$ cat config.mk
export PLATFORM = sky130hd
export DESIGN_NAME = debouncer
export DESIGN_NICKNAME = d
export VERILOG_FILES = /design/src/rtl/debouncer.sv
export SDC_FILE = /design/constraint.sdc
export NUM_CORES = 1
export LEC_CHECK = 0
export CORE_AREA = 2 2 39 41
export CTS_BUF_LIST = sky130_fd_sc_hd__clkbuf_4 sky130_fd_sc_hd__clkbuf_8 sky130_fd_sc_hd__clkbuf_16
export DETAILED_ROUTE_END_ITERATION = 12
export DIE_AREA = 0 0 41 43
export SETUP_SLACK_MARGIN = 0.15
export SYNTH_ARGS = -nofsm -noshare
export SYNTH_HDL_FRONTEND = slang
export SYNTH_SLANG_ARGS = --single-unit
export TNS_END_PERCENT = 20
$ cat constraint.sdc
create_clock -name clk -period 2 [get_ports clk]
set_clock_uncertainty 0.05 [all_clocks]
set_input_delay 0.4 -clock clk [delete_from_list [all_inputs] [get_ports clk]]
set_output_delay 0.4 -clock clk [all_outputs]
set_load 0.01 [all_outputs]
$ cat src/rtl/debouncer.sv
// Two-flop synchronizer followed by a counter-based debounce FSM; a new level is accepted only
// after DEBOUNCE_CYCLES consecutive mismatching samples. Define DEBOUNCE_PULSE_EN for edge pulses.
module debouncer #(
  parameter int unsigned DEBOUNCE_CYCLES = 4,
  parameter logic        RESET_VALUE     = 1'b0
) (
  input  logic clk,
  input  logic rst_n,
  input  logic a_raw,
  output logic a_clean,
  output logic busy,
  output logic rise_p,
  output logic fall_p
);

  localparam int unsigned CW = $clog2(DEBOUNCE_CYCLES + 1);
  localparam logic [CW-1:0] CntMax = CW'(DEBOUNCE_CYCLES - 1);

  typedef enum logic {StStable, StCounting} state_e;

  state_e        state_q;
  logic          s1_q;
  logic          s2_q;
  logic [CW-1:0] cnt_q;
  logic          accept;

  // A single-cycle debounce accepts straight from STABLE without ever counting.
  always_comb begin
    accept = 1'b0;
    if (s2_q != a_clean) begin
      unique case (state_q)
        StStable:   accept = (DEBOUNCE_CYCLES == 1);
        StCounting: accept = (cnt_q == CntMax);
        default:    accept = 1'b0;
      endcase
    end
  end

  always_ff @(posedge clk or negedge rst_n) begin
    if (!rst_n) begin
      s1_q    <= RESET_VALUE;
      s2_q    <= RESET_VALUE;
      a_clean <= RESET_VALUE;
      cnt_q   <= '0;
      state_q <= StStable;
      busy    <= 1'b0;
    end else begin
      s1_q <= a_raw;
      s2_q <= s1_q;
      if (accept) begin
        a_clean <= s2_q;
        cnt_q   <= '0;
        state_q <= StStable;
        busy    <= 1'b0;
      end else begin
        unique case (state_q)
          StStable: begin
            if (s2_q != a_clean) begin
              cnt_q   <= CW'(1);
              state_q <= StCounting;
              busy    <= 1'b1;
            end
          end
          StCounting: begin
            if (s2_q == a_clean) begin
              cnt_q   <= '0;
              state_q <= StStable;
              busy    <= 1'b0;
            end else begin
              cnt_q <= cnt_q + CW'(1);
            end
          end
          default: begin
            cnt_q   <= '0;
            state_q <= StStable;
            busy    <= 1'b0;
          end
        endcase
      end
    end
  end

`ifdef DEBOUNCE_PULSE_EN
  // Pulses are registered alongside a_clean so they line up with the new level.
  always_ff @(posedge clk or negedge rst_n) begin
    if (!rst_n) begin
      rise_p <= 1'b0;
      fall_p <= 1'b0;
    end else begin
      rise_p <= accept & s2_q;
      fall_p <= accept & ~s2_q;
    end
  end
`else
  assign rise_p = 1'b0;
  assign fall_p = 1'b0;
`endif

endmodule

==> summary.txt <==
Critical path
  • Crit Path Max Fanout: 4
  • Worst setup EP type: output pin
  • Reg2Reg Depth: 4
  • Buf/Inv on CP: 1
  • Crit path max-delay family: buffers and inverters
  • Number of stages on the worst setup path: 1
  • Required time of the critical path: ~1.6 ns
  • CP Launch Type: register
  • Setup CP Type: register to output pin
  • CP peak stage delay: about 0.57 ns
  • CP max-delay cell: clkdlybuf4s50_1
  • Crit-path cells: clkdlybuf4s50_1
  • Crit path arrival time: between 1 and 1.5 ns

Yosys
  • Yosys warning count: 0
  • Mux contribution to synthesized area: 0.0316
  • Sequential area share after synthesis: 0.561
  • Cell Area, Synth: roughly 360 um^2
  • Combinational family with the most area after synthesis: compound AO/OA/AOI/OAI gates
  • Xor and xnor area share after synthesis: 0.0702
  • Cells after synthesis: 30
  • Yosys top cell area share: 0.561
  • Yosys reg bits: 8
  • Avg Cell Area, Syn: approximately 12 um^2
  • Adder-Cell Fraction of Synth Area: 0.0702
  • Netlist cell types: 17
  • Synth top area cells: dfrtp_1 56%, ha_1 7.0%, xor2_2 4.6%, buf_4 4.2%, o22ai_1 3.5%
  • Largest area contributor in the netlist: dfrtp_1
  • Compound-cell area share of the yosys netlist: 0.109
  • Synth Area in Simple Gates: 0.0842

Layout
  • Fin cells: 52
  • Final #Nets: 43
  • Layout cells sized above 1: 0.167
  • Diodes inserted: 0
  • Layout-stage area growth over the synthesis result: 20.0%
  • Final instance area: 428 um^2

Clock network
  • TritonCTS Buffers: 3
  • Root buffer cell: clkbuf_4
  • Clock buffer depth: 2
  • Post-CTS Resized: 0
  • TritonCTS clock tree: done
  • Clk_lat worst skew: between 0.2 and 0.3 ns
  • Hold Buf Count CTS: 0
  • Clock Sinks: 8
  • H-Tree Depth: 1
  • Post-CTS Setup Inserts: 0
  • Worst-path clk slew: ~0.050 ns

Hold path
  • Hold Path Cell Cnt: 0
  • Hold crit path type: register to register

Global routing
  • Pin count of the biggest net entering global routing: 9
  • Vias in the first global route: 211
  • Initial antenna violation count: 0
  • GRT overflow: 0
  • Overall Global Routing Usage: 0.0832
  • Global-route wire length before repair: approximately 870 um

Die
  • Die H: between 40 and 50 um
  • Die X: approximately 41 um
  • Starting Density: 0.258
  • FP Rows: 14
  • IO Pins: 7
  • Core area: about 1400 um^2
  • Die area: between 1500 and 2000 um^2

STA
  • Min Tclk post-route: 1.71 ns
  • Worst Slack Setup Final: roughly 0.3 ns
  • Unrepaired setup endpoints after global routing: false
  • Achievable Freq: around 0.6 GHz
  • Setup tns final: 0 ns
  • Final hold vios: 0
  • Final slew viol count: 0
  • Tcrit/Tclk final: 0.854
  • # setup viols final: 0

Route
  • DR iter-0 viols: 3
  • Residual DRC: 0
  • Vias after detailed routing: around 220
  • Vias/cell: between 4 and 5
  • Initial DRT Pass Iterations: 2
  • Routed WL: between 500 and 600 um
  • Antenna-violating nets left: 0
  • DR WL/cell: 9.73 um

Run status
  • Status: finished, final reports clean

Placement
  • Hpwl dp: 407 um
  • I/O Buffers: 4
  • Pre-CTS WS: 0.565 ns
  • Area after DPL: ~410 um^2
  • GP Congestion: approximately 0.74
  • Placed Cells incl. Taps: approximately 50

Power
  • Pwr/cell area: between 1000 and 1500 nW/um^2
  • Max rail drop VDD: 552 uV
  • Pleak: about 0.18 nW

Job
  • Max Cap Violations: 0
-- power breakdown --
group | leakage, nW | internal (mW) | switching, mW | total (mW)
registers | 0.0971 | 0.218 | 0.0586 | 0.276
clock network | 0.0138 | 0.0684 | 0.0505 | 0.119
logic | 0.0738 | 0.118 | 0.0930 | 0.211
-- cells by family after synthesis --
group | count (synthesis)
other cells | 1
compound gates | 6
fa+ha+maj | 2
simple gates | 6
xor+xnor | 2
mux | 1
flops | 8
buf+inv | 4
-- synthesized netlist by cell type --
cell,count
conb_1,1
mux2_2,1
inv_1,2
xnor2_1,1
nand2b_2,1
o22ai_1,2
o21ai_0,1
a21oi_1,1
xor2_2,1
nor2_1,1
o32ai_1,1
nand2b_1,1
buf_4,2
dfrtp_1,8
o21a_1,1
nand2_1,3
ha_1,2
-- sequential cells by signal, indices dropped and copies added, names as in the netlist --
register and cells:
state_q 1, a_clean 1, s1_q 1, busy 1
cnt_q 3, s2_q 1
-- final timing paths --
| path | slack [ns] | end | from |
|---|---|---|---|
| worst min-delay path | 0.30 | s2_q$_DFF_PN0_ | s1_q$_DFF_PN0_ |
| worst min register to register | 0.30 | s2_q$_DFF_PN0_ | s1_q$_DFF_PN0_ |
| worst max-delay path | 0.29 | a_clean | a_clean$_DFFE_PN0N_ |
| worst max register to register | 0.63 | a_clean$_DFFE_PN0N_ | cnt_q[0]$_DFFE_PN0P_ |
| max in group asynchronous | 1.28 | cnt_q[2]$_DFFE_PN0P_ | rst_n |
| min in group asynchronous | 0.37 | state_q$_DFF_PN0_ | rst_n |
-- cell usage in the layout, fill, tap and decap left out --
cell type        synthesis  layout
a21oi_1                  1       1
clkbuf_4                 0       3
clkdlybuf4s50_1          0       4
conb_1                   1       2
dfrtp_1                  8       8
ha_1                     2       2
inv_1                    2       2
mux2_2                   1       1
nand2_1                  3       3
nand2b_1                 1       1
nand2b_2                 1       1
nor2_1                   1       1
o21a_1                   1       1
o21ai_0                  1       1
o22ai_1                  2       2
o32ai_1                  1       1
xnor2_1                  1       1
xor2_2                   1       1
-- area by class of cell --
type | count | area, um^2
Tap cell | 16 | 20.0
Multi-Input combinational cell | 19 | 138
Clock buffer | 3 | 22.5
Sequential cell | 8 | 200
Fill cell | 144 | 956
Inverter | 2 | 7.51
Timing Repair Buffer | 4 | 40.0
-- metrics by stage --
step | hold slack (ns) | power, mW | util
detailed placement | 0.287 | 0.497 | 0.293
global placement | 0.293 | 0.487 | 0.293
floorplan | 0.0544 | 0.417 | -
global route | 0.318 | 0.667 | 0.309
finish | 0.303 | 0.606 | 0.309
CTS | 0.306 | 0.622 | 0.309
-- metal layers --
layer,track usage,vias up,wire length (um)
li1,-,109,-
met1,0.0933,101,232
met2,0.103,6,242
met3,0.0471,0,31
met4,0.0800,0,0
met5,0,-,0
No activity file was read; power rests on OpenSTA's default activity.
